File: config.mk
export PLATFORM = sky130hd
export DESIGN_NAME = keypad_entry_ctrl
export DESIGN_NICKNAME = d
export VERILOG_FILES = /design/src/rtl/keypad_entry_ctrl.sv
export SDC_FILE = /design/constraint.sdc
export NUM_CORES = 1
export LEC_CHECK = 0
export ABC_AREA = 1
export CORE_AREA = 3 3 78 80
export CTS_BUF_LIST = sky130_fd_sc_hd__clkbuf_16
export CTS_CLUSTER_DIAMETER = 150
export DETAILED_ROUTE_END_ITERATION = 12
export DIE_AREA = 0 0 81 83
export PLACE_DENSITY = 0.89
export SYNTH_ARGS = -nofsm -noshare
export SYNTH_HDL_FRONTEND = slang
export SYNTH_SLANG_ARGS = --single-unit
File: constraint.sdc
create_clock -name clk -period 2.3 [get_ports clk]
set_input_delay 0.575 -clock clk [delete_from_list [all_inputs] [get_ports clk]]
set_output_delay 0.575 -clock clk [all_outputs]
set_load 0.01 [all_outputs]
File: src/rtl/keypad_entry_ctrl.sv
// keypad_entry_ctrl: collects BCD digits from a keypad scanner into an entry
// that is committed, edited, cancelled or timed out.
module keypad_entry_ctrl #(
  parameter int NDIG    = 4,
  parameter int TIMEOUT = 50_000_000
) (
  input  logic              clk,
  input  logic              rst_n,
  input  logic              key_vld,
  input  logic [3:0]        key_code,
  output logic [4*NDIG-1:0] entry_val,
  output logic [2:0]        digit_cnt,
  output logic              entry_done,
  output logic              entry_abort,
  output logic              busy
);
  localparam int TW = $clog2(TIMEOUT + 1);
  typedef enum logic [1:0] {IDLE = 2'd0, ENTRY = 2'd1, COMMIT = 2'd2} state_t;
  state_t            state_q, state_d;
  logic [4*NDIG-1:0] val_q, val_d;
  logic [2:0]        cnt_q, cnt_d;
  logic [TW-1:0]     tmr_q, tmr_d;
  logic              done_q, done_d, abort_q, abort_d, busy_q, busy_d, is_dig;
  always_comb begin
    state_d = state_q;
    val_d   = val_q;
    cnt_d   = cnt_q;
    tmr_d   = '0;
    done_d  = 1'b0;
    abort_d = 1'b0;
    is_dig  = key_vld && key_code <= 4'd9;
    case (state_q)
      IDLE: if (is_dig) begin
        val_d   = (4*NDIG)'(key_code);
        cnt_d   = 3'd1;
        state_d = ENTRY;
      end
      ENTRY: begin
        tmr_d = key_vld ? '0 : tmr_q + 1'b1;
        if (key_vld) begin
          case (key_code)
            4'hA: begin
              state_d = COMMIT;
              done_d  = 1'b1;
            end
            4'hB: begin
              val_d   = val_q >> 4;
              cnt_d   = cnt_q - 3'd1;
              state_d = (cnt_q == 3'd1) ? IDLE : ENTRY;
            end
            4'hC, 4'hD: begin
              val_d   = '0;
              cnt_d   = '0;
              abort_d = key_code == 4'hD;
              state_d = IDLE;
            end
            4'hE, 4'hF: ;
            default: if (cnt_q < 3'(NDIG)) begin
              val_d = (val_q << 4) | (4*NDIG)'(key_code);
              cnt_d = cnt_q + 3'd1;
            end
          endcase
        end else if (tmr_q == TW'(TIMEOUT - 1)) begin
          // Idle expiry behaves exactly like a cancel key.
          val_d   = '0;
          cnt_d   = '0;
          abort_d = 1'b1;
          state_d = IDLE;
        end
      end
      COMMIT: begin
        state_d = IDLE;
        cnt_d   = '0;
      end
      default: state_d = IDLE;
    endcase
    busy_d = state_d == ENTRY || state_d == COMMIT;
  end
  always_ff @(posedge clk or negedge rst_n) begin
    if (!rst_n) begin
      state_q <= IDLE;
      val_q   <= '0;
      cnt_q   <= '0;
      tmr_q   <= '0;
      done_q  <= 1'b0;
      abort_q <= 1'b0;
      busy_q  <= 1'b0;
    end else begin
      state_q <= state_d;
      val_q   <= val_d;
      cnt_q   <= cnt_d;
      tmr_q   <= tmr_d;
      done_q  <= done_d;
      abort_q <= abort_d;
      busy_q  <= busy_d;
    end
  end
  assign entry_val   = val_q;
  assign digit_cnt   = cnt_q;
  assign entry_done  = done_q;
  assign entry_abort = abort_q;
  assign busy        = busy_q;
endmodule

==> impl_summary.txt, run 1 <==
----------------------------------------------------
[Run status]
  Result of the run ... completed

[Synth]
  Register bit total from synthesis ... 50
  Cell area after synthesis ... between 3000 and 4000 um^2
  Number of nets in the synthesized netlist ... 433
  Count of mapped cells out of synthesis ... 418
  Seq/Total Area, Yosys ... 0.4068
  Synth warnings ... 0
  Netlist cell types ... 35
  Syn Area/Cell ... ~7.4 um^2

[STA]
  Clock skew ... slightly above 7 ps
  Normalized max-slew margin ... 0.5747
  Final number of hold-violating endpoints ... 0
  Transition time at the pin with the least slew margin ... about 640 ps
  Final slew viol count ... 0
  Fin crit share ... 0.9146
  Worst hold slack ... 374.3 ps
  Total negative slack for setup checks ... 0 ps
  Peak Freq ... 475.4 MHz
  Setup repair after global routing missed its margin ... false
  Count of final setup violators ... 0
  Tmin final ... 2104 ps
  Minimum setup slack in the final design ... 196.4 ps

[Global routing]
  Number of antenna violations at the first check in global routing ... 0
  Global-route usage over all layers ... 0.2442
  Largest net degree at the start of global routing ... a little over 50
  Number of global-route vias before repair ... between 2000 and 3000
  Wire length of the first global-routing pass ... 13.14 mm
  Total global routing overflow ... 0

[Floorplanning]
  IO Pins ... 29
  Die X-Extent ... just over 80 um
  Standard-cell rows ... 27
  Effective utilization at floorplan ... 0.5620
  Die area ... 6723 um^2
  Chip Height ... between 80 and 90 um
  CORE AREA ... 5473 um^2

[Clocking]
  CTS-repair resized insts ... 0
  Buffers from clock root to sink, at most ... 2
  H-tree depth ... 2
  Worst skew pair latency ... 290 ps
  Clock sink total ... 50
  Post-CTS clock slew at the launch and capture registers of the worst setup and hold paths ... around 70 ps
  Post-CTS repair timing setup buffer count ... 0
  Clock tree root driver cell ... clkbuf_16
  Hold Buf Count CTS ... 0
  TritonCTS Buffers ... 5
  CTS tree ... yes

[Route]
  Violation count after the first detailed-route iteration ... 317
  Via count ... between 3000 and 4000
  Detailed-route DRC error count ... 0
  Post-detailed-route wirelength per cell ... roughly 14 um
  Detail-routed via count per cell ... 5.629
  Total wire length ... between 7 and 8 mm
  Pre-antenna DRT Iters ... 5
  Remaining antenna violation count after routing ... 0

[Run]
  MaxCap Viol Count ... 0

[Power and ir drop]
  Pwr dens ... a little over 800 nW/um^2
  Leak ... approximately 1.7 nW
  Peak ir drop on the vdd network ... between 600 and 700 uV
  Total Power ... 3.038 mW

[Placement]
  Placed cells ... ~530
  Detailed placement HPWL ... roughly 5.4 mm
  Place WS ... -92.68 ps
  RD Place Congestion ... slightly above 0.9
  DP Area ... between 3000 and 4000 um^2
  Quantity of I/O buffers inserted on ports ... 28

[Layout]
  Layout Cell Area excl Fill ... roughly 3700 um^2
  Count of placed standard cells in the final layout, fillers left out ... roughly 540
  Fin util ... 0.6706
  N_diodes ... 0
  Synth-to-layout area growth ... 19.32%
  Proportion of layout cells with a drive suffix above 1 ... 0.1312
  # nets final ... 479

[Setup path]
  Kind of start point of the critical path ... primary input
  Slowest CP cell ... clkdlybuf4s50_1
  Crit path cell chain ... clkdlybuf4s50_1 > nor2_2 > buf_4 > o31ai_4 > nor2_4 > nand2_4 > nand2_1 > nand2_1
  CP required ... around 2500 ps
  Capturing element type of the critical path ... flop
  Largest incremental delay on the critical path ... approximately 500 ps
  Type of the worst setup path ... in2reg
  Most common cell on crit path ... nand2_1
  Maximum fanout count along the critical path ... 16
  CP arrival ... around 2300 ps

[Min path]
  Class of the most critical hold timing path ... in2async

----------------------------------------------------
## final timing paths
check	from	to	slack [ps]	cells after the start
min in group clk	tmr_q[0]	tmr_q[0]	480	1
setup reg to reg	state_q[1]	entry_val[15]	270	8
hold reg to reg	tmr_q[0]	tmr_q[0]	480	1
hold / removal	rst_n	tmr_q[12]	370	2
max in group asynchronous	rst_n	tmr_q[6]	1480	2
setup / recovery	key_code[2]	entry_val[15]	200	8
## cell type report
cell class	count	area, um^2
timing repair buffer	47	417.9
fill	445	1803
clock inverter	3	21.27
clock buffer	5	125.1
sequential	50	1251
tap	72	90.09
inverter	50	188.9
multi-input combinational	310	1575
## cells in the final DEF (no fill, tap or decap)
master	instances
a211oi_1	1
a21oi_1	13
a2bb2oi_1	1
a31oi_1	2
buf_2	1
buf_4	19
clkbuf_16	5
clkdlybuf4s50_1	27
clkinv_1	2
clkinv_2	1
clkinv_4	2
dfrtp_1	50
ha_1	8
inv_1	45
inv_2	3
nand2_1	98
nand2_2	16
nand2_4	3
nand3_1	48
nand3_2	1
nand3b_1	1
nand4_1	8
nor2_1	52
nor2_2	3
nor2_4	3
nor2_8	1
nor3_1	12
nor3_2	2
nor3b_1	1
nor4_1	1
o211a_1	1
o21a_1	1
o21ai_0	29
o31ai_4	1
xor2_1	3
## worst max-delay path, delay by kind of cell
kind	cells	cell delay (ps)
buf+inv	2	670
compound gates	1	70
simple gates	5	960
## kinds of logic (layout without fill, tap and decap cells)
| family | Yosys count | count (layout) | share of synthesized area |
|---|---|---|---|
| fa+ha+maj | 8 | 8 | 0.03255 |
| simple gates | 250 | 250 | 0.3808 |
| flops | 50 | 50 | 0.4068 |
| buf+inv | 58 | 105 | 0.08096 |
| compound gates | 49 | 49 | 0.09032 |
| xor+xnor | 3 | 3 | 0.008545 |
## power breakdown
part	internal, mW	switching (mW)	leakage [nW]
sequential	0.989	0.113	0.686
combinational	0.470	0.736	0.960
clock	0.403	0.326	0.0714
total	1.86	1.18	1.72
## sequential cells by signal (all words and copies together), names as in the netlist
name         flops
busy             1
digit_cnt        3
entry_abort      1
entry_done       1
entry_val       16
state_q          2
tmr_q           26
## Yosys cell counts (all sizes together)
library cell,number,area [um^2]
buf,5,48.80
o21a,1,7.510
a21oi,13,65.06
nand3,49,250.2
dfrtp,50,1251
nand3b,1,7.510
ha,8,100.1
o31ai,1,21.27
nor4,1,6.260
nand4,8,50.05
clkbuf,3,11.26
inv,48,180.2
o211a,1,10.01
clkinv,2,8.750
nor2,59,267.8
nor3,14,80.08
nor3b,1,7.510
a2bb2oi,1,8.760
xor2,3,26.28
a211oi,1,7.510
a31oi,2,12.51
nand2,117,501.7
o21ai,29,145.1
## per-layer routing
layer,vias to the layer above,wire (um),global-route usage
met5,-,0,0
met4,0,170,0.07988
met3,20,452,0.05965
met2,135,3545,0.3906
met1,1422,3314,0.3219
li1,1446,-,-
No activity file was read; power rests on OpenSTA's default activity.
==> inputs of run 2 (changes only) <==
--- a/config.mk
+++ b/config.mk
@@ -12,6 +12,7 @@
 export DETAILED_ROUTE_END_ITERATION = 12
 export DIE_AREA = 0 0 81 83
 export PLACE_DENSITY = 0.89
+export SLEW_MARGIN = 20
 export SYNTH_ARGS = -nofsm -noshare
 export SYNTH_HDL_FRONTEND = slang
 export SYNTH_SLANG_ARGS = --single-unit
==> results of run 2 <==
The final DEF is identical to that of run 1; final timing and power are the same.
==> inputs of run 3 (changes only) <==
--- a/config.mk
+++ b/config.mk
@@ -6,12 +6,15 @@
 export NUM_CORES = 1
 export LEC_CHECK = 0
 export ABC_AREA = 1
+export ABC_CLOCK_PERIOD_IN_PS = 2300
 export CORE_AREA = 3 3 78 80
 export CTS_BUF_LIST = sky130_fd_sc_hd__clkbuf_16
 export CTS_CLUSTER_DIAMETER = 150
 export DETAILED_ROUTE_END_ITERATION = 12
 export DIE_AREA = 0 0 81 83
-export PLACE_DENSITY = 0.89
+export DONT_BUFFER_PORTS = 1
+export PLACE_DENSITY = 0.82
+export SKIP_CTS_REPAIR_TIMING = 1
 export SLEW_MARGIN = 20
 export SYNTH_ARGS = -nofsm -noshare
 export SYNTH_HDL_FRONTEND = slang
==> run 3 against run 2 <==
Against the previous run:
- die area unchanged
- non-clock buffer count shrank 44
- count of clock-buffer cells in the layout stayed put
- final cell count shrank 8.2%
- utilization is 6.6 points lower
- via count down 6.4%
- critical path depth rose by 2
- largest power group is now sequential cells
- highest routed layer unchanged
==> impl_summary.txt, run 3 (synthesis gave the netlist of run 1 again) <==
----------------------------------------------------
[Setup path]
  R2R cell count ... 10
  CP arrival ... between 2000 and 2500 ps
  Capturing element type of the critical path ... flop
  Launch instance of the worst register-to-register path ... state_q[1]
  Type of the worst setup path ... reg2reg
  CP required ... about 2500 ps
  Kind of start point of the critical path ... flop
  Flop-to-flop setup slack ... about 110 ps
  Launching instance or port of the critical path ... state_q[1]
  Maximum fanout count along the critical path ... 21
  Reg-to-reg critical path endpoint ... entry_val[4]

[STA]
  Transition time at the pin with the least slew margin ... a little under 500 ps
  Worst hold slack ... between 100 and 150 ps
  Normalized max-slew margin ... 0.6706
  Peak Freq ... roughly 460 MHz
  Final slew viol count ... 0
  Clock skew ... 7.630 ps
  Setup repair after global routing missed its margin ... false
  Tmin final ... between 2000 and 2500 ps
  Final number of hold-violating endpoints ... 0
  Count of final setup violators ... 0
  Fin crit share ... 0.9510
  Total negative slack for setup checks ... 0 ps

[Floorplanning]
  Chip Height ... a little over 80 um
  Die area ... 6723 um^2
  IO Pins ... 29
  Effective utilization at floorplan ... 0.5620
  Standard-cell rows ... 27
  CORE AREA ... around 5500 um^2
  Die X-Extent ... just over 80 um

[Layout]
  N_diodes ... 0
  # nets final ... between 400 and 500
  Flip-flop count of the largest register after layout ... 26
  Proportion of layout cells with a drive suffix above 1 ... 0.1069
  Count of placed standard cells in the final layout, fillers left out ... a little under 500
  Largest register by flop count ... tmr_q
  Most common cell after layout, fill and taps aside ... nand2_1
  Layout Cell Area excl Fill ... 3307 um^2
  Commonest cells after routing, fill and taps aside ... nand2_1 (98), nor2_1 (52), dfrtp_1 (50)
  Synth-to-layout area growth ... 7.526%

[Global routing]
  Number of antenna violations at the first check in global routing ... 0
  Wire length of the first global-routing pass ... about 12 mm
  Total global routing overflow ... 0
  Number of global-route vias before repair ... 2575
  Largest net degree at the start of global routing ... 51
  Global-route usage over all layers ... 0.2234

[Route]
  Via count ... roughly 2800
  Remaining antenna violation count after routing ... 0
  Violation count after the first detailed-route iteration ... around 190
  Detailed-route DRC error count ... 0
  Post-detailed-route wirelength per cell ... about 15 um
  Detail-routed via count per cell ... 5.740
  Pre-antenna DRT Iters ... 5
  Total wire length ... 7.176 mm

[Placement]
  Detailed placement HPWL ... about 5.1 mm
  RD Place Congestion ... 0.8909
  Quantity of I/O buffers inserted on ports ... 0
  DP Area ... about 3100 um^2
  Placed cells ... slightly below 500

[Power and ir drop]
  Peak ir drop on the vdd network ... approximately 470 uV
  Total Power ... about 2.8 mW
  Pwr dens ... approximately 850 nW/um^2
  Leak ... 1.546 nW

[Clocking]
  CTS tree ... yes
  Clock tree root driver cell ... clkbuf_16
  Buffers from clock root to sink, at most ... 2
  Worst skew pair latency ... ~300 ps
  Clock sink total ... 50
  TritonCTS Buffers ... 5
  Post-CTS clock slew at the launch and capture registers of the worst setup and hold paths ... 70 ps
  H-tree depth ... 2

[Run status]
  Result of the run ... completed

[Min path]
  Class of the most critical hold timing path ... in2async

[Run]
  MaxCap Viol Count ... 0

----------------------------------------------------
[run 3: cell count changes in the layout (fill, tap and decap cells not counted), sizes merged]
cell | before | now
buf | 20 | 3
clkdlybuf4s50 | 27 | 0
clkinv | 5 | 3
clkinvlp | 0 | 1
inv | 48 | 49
[run 3: per-layer routing]
layer | global-route usage | vias up | routed length, um | part of all wire
met5 | 0 | - | 0 | 0
met4 | 0.07066 | 0 | 114 | 0.016
met3 | 0.04881 | 14 | 555 | 0.077
met2 | 0.3346 | 125 | 3373 | 0.47
met1 | 0.3205 | 1333 | 3132 | 0.44
li1 | - | 1358 | - | -
[run 3: cell type report]
| class | instances | area (um^2) |
|---|---|---|
| multi-input combinational | 310 | 1584 |
| sequential | 50 | 1251 |
| fill | 489 | 2166 |
| timing repair buffer | 3 | 42.54 |
| tap | 72 | 90.09 |
| clock inverter | 3 | 25.02 |
| clock buffer | 5 | 125.1 |
| inverter | 50 | 188.9 |
[run 3: worst max path at each step]
stage / end / slack (ps) / depth (start not counted)
4_1_cts: entry_val[2] / 90 / 10
3_3_place_gp: entry_val[0] / 190 / 10
2_1_floorplan: entry_val[5] / 610 / 8
6_report: entry_val[4] / 110 / 10
5_1_grt: entry_val[4] / 10 / 10
3_5_place_dp: entry_val[2] / 120 / 10
[run 3: where the power goes]
part / switching (mW) / internal, mW
clock: 0.349 / 0.409
combinational: 0.639 / 0.268
sequential: 0.160 / 0.989
[run 3: through the flow]
step,setup slack (ps),util
CTS,94.16,0.5976
finish,112.8,0.6043
floorplan,607.4,-
global route,12.72,0.6043
detailed placement,124.7,0.5702
global placement,192.7,0.5702
[run 3: critical path, stage by stage, from the launching register on]
cell and delay [ps]:
dfrtp_1 430, inv_1 140, ha_1 320, nand2_2 190
nor2_8 210, nand2_2 80, nand2_2 90, clkinv_2 280
nand2_8 260, nand2_1 70, nand2_1 70
